==> src/rtl/mac_pkg.sv <==
// Shared constants, FSM encoding and saturation limits for the MAC result readout path.
package mac_pkg;

    localparam int unsigned ACC_W   = 24;
    localparam int unsigned OUT_W   = 16;
    localparam int unsigned SHIFT_W = 5;
    localparam int unsigned NBYTES  = OUT_W / 8;
    localparam int unsigned IDX_W   = (NBYTES > 1) ? $clog2(NBYTES) : 1;

    localparam logic [IDX_W-1:0] LAST_IDX = IDX_W'(NBYTES - 1);

    // Signed OUT_W range expressed at accumulator width for comparison.
    localparam logic signed [ACC_W-1:0] SAT_HI = ACC_W'((64'sd1 <<< (OUT_W - 1)) - 64'sd1);
    localparam logic signed [ACC_W-1:0] SAT_LO = ACC_W'(-(64'sd1 <<< (OUT_W - 1)));

    localparam logic [OUT_W-1:0] OUT_MAX = {1'b0, {(OUT_W - 1){1'b1}}};
    localparam logic [OUT_W-1:0] OUT_MIN = {1'b1, {(OUT_W - 1){1'b0}}};

    typedef enum logic {
        IDLE = 1'b0,
        SEND = 1'b1
    } state_t;

endpackage

==> src/rtl/mac_shift_sat.sv <==
// Arithmetic right shift of the accumulator followed by optional signed saturation to OUT_W.
module mac_shift_sat
    import mac_pkg::*;
(
    input  logic [ACC_W-1:0]   acc_in,
    input  logic [SHIFT_W-1:0] shift_i,
    input  logic               sat_en,
    output logic [OUT_W-1:0]   result_c,
    output logic               sat_c
);

    logic signed [ACC_W-1:0] shifted;

    // Shift amounts at or beyond ACC_W naturally produce the sign fill.
    always_comb begin
        shifted  = $signed(acc_in) >>> shift_i;
        result_c = shifted[OUT_W-1:0];
        sat_c    = 1'b0;
        if (sat_en && (shifted > SAT_HI)) begin
            result_c = OUT_MAX;
            sat_c    = 1'b1;
        end else if (sat_en && (shifted < SAT_LO)) begin
            result_c = OUT_MIN;
            sat_c    = 1'b1;
        end
    end

endmodule

==> src/rtl/mac_result_serializer.sv <==
// Snapshots the scaled MAC result on a capture strobe and streams it LSB byte first
// over a valid/ready byte channel.
module mac_result_serializer
    import mac_pkg::*;
(
    input  logic               clk,
    input  logic               rst_n,
    input  logic [ACC_W-1:0]   acc_in,
    input  logic               cap_i,
    input  logic [SHIFT_W-1:0] shift_i,
    input  logic               sat_en,
    input  logic               clr_flags,
    output logic [7:0]         out_data,
    output logic               out_valid,
    input  logic               out_ready,
    output logic               out_last,
    output logic               busy,
    output logic               sat_flag,
    output logic               drop_flag
);

    state_t             state_q, state_d;
    logic [OUT_W-1:0]   snap_q, snap_d;
    logic [IDX_W-1:0]   idx_q, idx_d;
    logic               sat_d, drop_d, valid_d, last_d, busy_d;
    logic [7:0]         data_d;
    logic [OUT_W-1:0]   result_c;
    logic               sat_c;
    logic               hs, last_hs, load;

    mac_shift_sat u_shift_sat (
        .acc_in   (acc_in),
        .shift_i  (shift_i),
        .sat_en   (sat_en),
        .result_c (result_c),
        .sat_c    (sat_c)
    );

    always_ff @(posedge clk) begin
        if (!rst_n) begin
            state_q   <= IDLE;
            snap_q    <= '0;
            idx_q     <= '0;
            out_data  <= '0;
            out_valid <= 1'b0;
            out_last  <= 1'b0;
            busy      <= 1'b0;
            sat_flag  <= 1'b0;
            drop_flag <= 1'b0;
        end else begin
            state_q   <= state_d;
            snap_q    <= snap_d;
            idx_q     <= idx_d;
            out_data  <= data_d;
            out_valid <= valid_d;
            out_last  <= last_d;
            busy      <= busy_d;
            sat_flag  <= sat_d;
            drop_flag <= drop_d;
        end
    end

    // Next-state logic; the snapshot shifts down one byte per non-final transfer.
    always_comb begin
        state_d = state_q;
        snap_d  = snap_q;
        idx_d   = idx_q;
        sat_d   = sat_flag;
        drop_d  = clr_flags ? 1'b0 : drop_flag;
        load    = 1'b0;
        hs      = out_valid & out_ready;
        last_hs = hs & out_last;

        case (state_q)
            IDLE: begin
                if (cap_i) load = 1'b1;
            end
            SEND: begin
                if (last_hs) begin
                    if (cap_i) load = 1'b1;
                    else       state_d = IDLE;
                end else begin
                    if (hs) begin
                        snap_d = snap_q >> 8;
                        idx_d  = idx_q + IDX_W'(1);
                    end
                    if (cap_i) drop_d = 1'b1;
                end
            end
            default: state_d = IDLE;
        endcase

        if (load) begin
            state_d = SEND;
            snap_d  = result_c;
            idx_d   = '0;
            sat_d   = sat_c;
        end

        data_d  = snap_d[7:0];
        valid_d = (state_d == SEND);
        busy_d  = (state_d == SEND);
        last_d  = (state_d == SEND) && (idx_d == LAST_IDX);
    end

endmodule

==> config.mk <==
export PLATFORM = sky130hd
export DESIGN_NAME = mac_result_serializer
export DESIGN_NICKNAME = d
export VERILOG_FILES = /design/src/rtl/mac_pkg.sv /design/src/rtl/mac_shift_sat.sv /design/src/rtl/mac_result_serializer.sv
export SDC_FILE = /design/constraint.sdc
export NUM_CORES = 1
export LEC_CHECK = 0
export BUFFER_PORTS_ARGS = -buffer_cell sky130_fd_sc_hd__buf_4
export CAP_MARGIN = 10
export CORE_ASPECT_RATIO = 1.75
export CORE_MARGIN = 1
export CORE_UTILIZATION = 50
export CTS_CLUSTER_SIZE = 28
export DETAILED_ROUTE_END_ITERATION = 8
export PLACE_DENSITY = 0.77
export SYNTH_ARGS = -nofsm -noshare
export SYNTH_HDL_FRONTEND = slang
export SYNTH_SLANG_ARGS = --single-unit
==> constraint.sdc <==
create_clock -name clk -period 2.2 [get_ports clk]
set_clock_uncertainty 0.15 [all_clocks]
set_input_delay 0.22 -clock clk [delete_from_list [all_inputs] [get_ports clk]]
set_output_delay 0.22 -clock clk [all_outputs]
set_load 0.02 [all_outputs]
**Word-level counts from Yosys, hierarchy flattened**

Index checks and enable logic that the tools add are counted.

- Logic and storage cells: 43
- Input bits: 35
- Register bits: 21
- Output and inout port bits: 13

- Multiplexer cells: 22
- Bitwise logic cells: 3
- Equal/unequal tests: 1
- Magnitude comparators: 2
- $add $sub $neg: 1
- Shifts and indexed selects: 1
- Reduce and logical (&&, ||, !) cells: 6

Operators by type and width:

| kind | number |
|---|---|
| $mux 16 | 6 |
| $gt 24x16->1 const B | 1 |
| $lt 24x16->1 const B | 1 |
| $sshr 24x5->24 | 1 |
| $mux 1 | 15 |
| $reduce_bool 2->1 | 2 |
| $logic_and 1x1->1 | 3 |
| $reduce_and 3->1 | 1 |
| $and 1x1->1 | 2 |
| $ne 2x1->1 const B | 1 |
| $pmux 1 s2 | 1 |
| $add 1x1->1 const B | 1 |
| $not 1->1 | 1 |

**Logic depth before layout (Yosys ltp)**

- Word-level depth: 6
- Gate-level depth with buffers: 10
- Depth with buffers taken out: 7

**Cells and area by module**

Synthesis repeated with hierarchy kept, for this count alone.

- Cell total of the unflattened synthesis: 273
- Area total of the unflattened synthesis: 2565.0 um^2

Modules (own cells, without submodules):

| module | sequential area each (um^2) | instances | area each (um^2) | cells each |
|---|---|---|---|---|
| mac_shift_sat | 0.0 | 1 | 1674.1 | 195 |
| mac_result_serializer | 420.4 | 1 | 890.9 | 78 |

**Worst setup path after synthesis**

Ideal clock, no wire load.

- Kind: input to register
- From: input shift_i[1]
- To: register snap_q[10]
- Cell stages on the path: 8
- Path buffers: 1
- Arrival: 1.975 ns
- Setup slack: -0.046 ns
- Data required time: 1.928 ns
- Library setup time: 0.122 ns
- Path through: buf_6 mux4_2 mux2i_4 o31ai_1 o41ai_2 a21oi_2 and3_4 a221o_1

- Word-level cells in the longest chain between the ends: 6
- Elaborated cells on any way between the ends: 8
- Classes of those cells: 2 x order compare; 1 x shift; 3 x mux; 2 x reduce/logical

RTL lines:

| what | line | text |
|---|---|---|
| start: declaration | mac_result_serializer.sv:10 | `input logic [SHIFT_W-1:0] shift_i,` |
| $sshr 24x5->24 (*) | mac_shift_sat.sv:16 | `shifted = $signed(acc_in) >>> shift_i;` |
| $lt 24x16->1 | mac_shift_sat.sv:22 | `end else if (sat_en && (shifted < SAT_LO)) begin` |
| $logic_and 1x1->1 | mac_shift_sat.sv:22 |  |
| $mux 16 | mac_shift_sat.sv:22 |  |
| $mux 16 (*) | mac_shift_sat.sv:19 | `if (sat_en && (shifted > SAT_HI)) begin` |
| $mux 16 (*) | mac_result_serializer.sv:93 | `if (load) begin` |
| end signal: assignment | mac_result_serializer.sv:52 | `snap_q <= snap_d;` |
| end: declaration | mac_result_serializer.sv:23 | `logic [OUT_W-1:0] snap_q, snap_d;` |

Every way passes the cells marked *; elsewhere a longest branch is shown, timed or not.
A chain may end at the register's enable or synchronous reset.

**Final worst setup path**

- From: input acc_in[21]
- To: register out_data[7]

- Word-level cells in the longest chain between the ends: 6
- Elaborated cells on any way between the ends: 8
- Classes of those cells: 2 x order compare; 1 x shift; 3 x mux; 2 x reduce/logical

RTL lines:

| what | line | text |
|---|---|---|
| start: declaration | mac_result_serializer.sv:8 | `input logic [ACC_W-1:0] acc_in,` |
| $sshr 24x5->24 (*) | mac_shift_sat.sv:16 |  |
| $lt 24x16->1 | mac_shift_sat.sv:22 |  |
| $logic_and 1x1->1 | mac_shift_sat.sv:22 |  |
| $mux 16 | mac_shift_sat.sv:22 |  |
| $mux 16 (*) | mac_shift_sat.sv:19 |  |
| $mux 16 (*) | mac_result_serializer.sv:93 |  |
| end signal: assignment | mac_result_serializer.sv:54 | `out_data <= data_d;` |
| end: declaration | mac_result_serializer.sv:13 | `output logic [7:0] out_data,` |

Marked as above.

==> run summary <==
H-tree levels -> 1
top cells by area, synth -> dfxtp_1 18%, mux4_2 14%, mux2i_1 12%
Hold Crit Endpoint -> out_last$_SDFF_PN0_
unrepaired setup endpoints after global routing -> true
Synth Instances -> 273
Final Max Slew Viols -> 0
ANT nets after route -> 0
CTS tree -> done
detailed-route DRC error count -> 0
placed inst area -> 2983 um^2
min-delay src -> cap_i
Crit path required time -> 2.19 ns
IO buf count -> 47
largest net degree at the start of global routing -> 20
vias -> 2573
register area share after synthesis -> 0.1803
Synth async-reset ratio -> 0
Ports -> 48
DR vias/cell -> 6.400
area leader, netlist -> dfxtp_1
Commonest cells post-synth -> 29 x mux2i_1, 28 x nand2_1, 22 x nor2_1, 21 x dfxtp_1, 16 x o21ai_0
Yosys reg bits -> 21
worst skew pair latency -> 0.26 ns
Clock transition at path regs -> 0.07 ns
final worst path period share -> 0.9887
max_slew headroom -> 0.7337
drt pass-1 iters -> 4
Reg2Reg Capture Point -> snap_q[13]$_SDFFE_PN0P_
hold path depth -> 2
WS Path Type -> primary input to flip-flop
Setup crit end kind -> flip-flop
Pwr Density -> 425.9 nW/um^2
Netlist cell types -> 52
RD Place Congestion -> 0.9654
leakage power -> 1.355 nW
Starting Density -> 0.5248
Clock Sinks -> 21
Cell Area, Synth -> 2332 um^2
Num CTS Buffers -> 3
Worst Path Max Fanout -> 11
R2R depth -> 5
Critical Path AT -> 2.16 ns
most numerous cell in the Yosys netlist -> mux2i_1
total power draw -> 1.366 mW
die width -> 53.63 um
clock root buffer -> clkbuf_8
HPWL after detailed placement -> 5559 um
CTS hold repair buffers -> 0
layout overhead on the synthesized area -> 37.55%
ant diodes -> 0
worst vdd ir -> 413.6 uV
wire per inst -> 17.64 um
Hold Path Class -> primary input to flip-flop
Worst Max-Slew Pin Slew -> 0.3959 ns
CP startpoint kind -> primary input
Setup-failing EPs final -> 0
Fmax achieved -> 459.7 MHz
Hold Slack -> 0.07008 ns
layout cell share with drive strength beyond 1 -> 0.4387
Period minus WS final -> 2.175 ns
syn_nets -> 308
All-Layer GR Usage -> 0.3073
reg-to-reg slack, setup -> 0.44 ns
fin area -> 3208 um^2
grt ovf -> 0
Synth Area per Inst -> 8.543 um^2
die height -> 92.35 um
initial antenna violation count -> 0
vias in the first global route -> 2597
final hold vios -> 0
Die ar. -> 4952 um^2
FP Rows -> 32
Iter 0 DRT Violations -> 63
final wirelength -> 7090 um
core region area -> 4444 um^2
leading register cell type out of synthesis -> dfxtp_1
synth warn -> 0
Reg-to-Reg Start -> out_last$_SDFF_PN0_
number of synthesized flops with an enable pin -> 0
Nets -> 387
Worst Slack Setup Final -> 0.02481 ns
status -> finished clean
dpl ws -> -0.3396 ns
Max Cap Violations -> 0
first-pass GRT wire length -> 11310 um
post-synth top area share -> 0.1803
Clock Path Buffers -> 2
## power by group
part,total [mW],internal (mW),switching (mW)
sequential,0.433,0.414,0.0194
clock,0.243,0.129,0.114
combinational,0.690,0.345,0.345
total,1.37,0.887,0.479
## cell families (layout without fill, tap and decap cells)
logic type,count (synthesis),count (layout),synth area share
DFF,21,21,0.1803
buffers and inverters,39,117,0.09710
and+or+nand+nor,77,77,0.1604
muxes,51,51,0.3095
AOI/OAI and AO/OA,85,85,0.2527
## layout make-up
type                    count  area [um^2]
clock buffers               4        45.04
fillers                   335         1236
inverters                   6        22.52
multi-input cells         213         1809
flip-flops and latches     21        420.4
well taps                  51        63.81
repair buffers            107        847.1
## routing by layer
layer | GRT usage | vias up | share of wire
met3 | 0.03120 | 42 | 0.039
met4 | 0.2434 | 0 | 0.071
met5 | 0 | - | 0
li1 | - | 1199 | -
met1 | 0.2816 | 1220 | 0.32
met2 | 0.5635 | 112 | 0.57
## worst max path at each step
| stage | end | cells after the start | slack (ns) | start |
|---|---|---|---|---|
| floorplan | snap_q[9]$_SDFFE_PN0P_ | 8 | -0.03 | shift_i[1] |
| finish | out_data[7]$_SDFFE_PN0P_ | 10 | 0.02 | acc_in[21] |
| global placement | snap_q[11]$_SDFFE_PN0P_ | 9 | -0.25 | shift_i[1] |
| CTS | snap_q[13]$_SDFFE_PN0P_ | 10 | 0.01 | shift_i[1] |
| detailed placement | snap_q[13]$_SDFFE_PN0P_ | 9 | -0.34 | shift_i[1] |
| global route | out_data[2]$_SDFFE_PN0P_ | 10 | -0.04 | shift_i[0] |
## placed cells by master (no fill, tap or decap), drive strengths merged, types with 6 or more instances in the layout
master	synthesis	layout
buf	25	107
nor2b	6	6
mux2i	30	30
mux2	6	6
mux4	15	15
nor2	22	22
o21ai	19	19
a21oi	15	15
a31oi	9	9
nand2	28	28
dfxtp	21	21
## through the flow
step,setup TNS (ns),cells,util
floorplan,-0.06784,273,-
global placement,-2.908,394,0.6712
detailed placement,-4.010,394,0.6712
CTS,0,400,0.6900
global route,-0.3519,402,0.7218
finish,0,402,0.7218
## what timing repair did
action / 4_1_cts / 5_1_grt
pin swaps: 2 / 8
resized for setup: 4 / 25
buffers inserted: 2 / 2
setup endpoints to repair: 4 / 16
hold endpoints to repair: 0 / 0
## registers in the layout, summed over array words and instances (netlist names)
signal	flops
drop_flag	1
idx_q	1
out_data	8
out_last	1
sat_flag	1
snap_q	8
state_q	1
## critical path, stage by stage
cell and delay (ns):
buf_4 0.12, mux4_2 0.51, mux2i_4 0.22, buf_4 0.18, nor2_1 0.05, a31oi_1 0.16, o2111ai_2 0.15, buf_6 0.18
a32oi_1 0.26, a31oi_1 0.11
No activity file was read; power rests on OpenSTA's default activity.
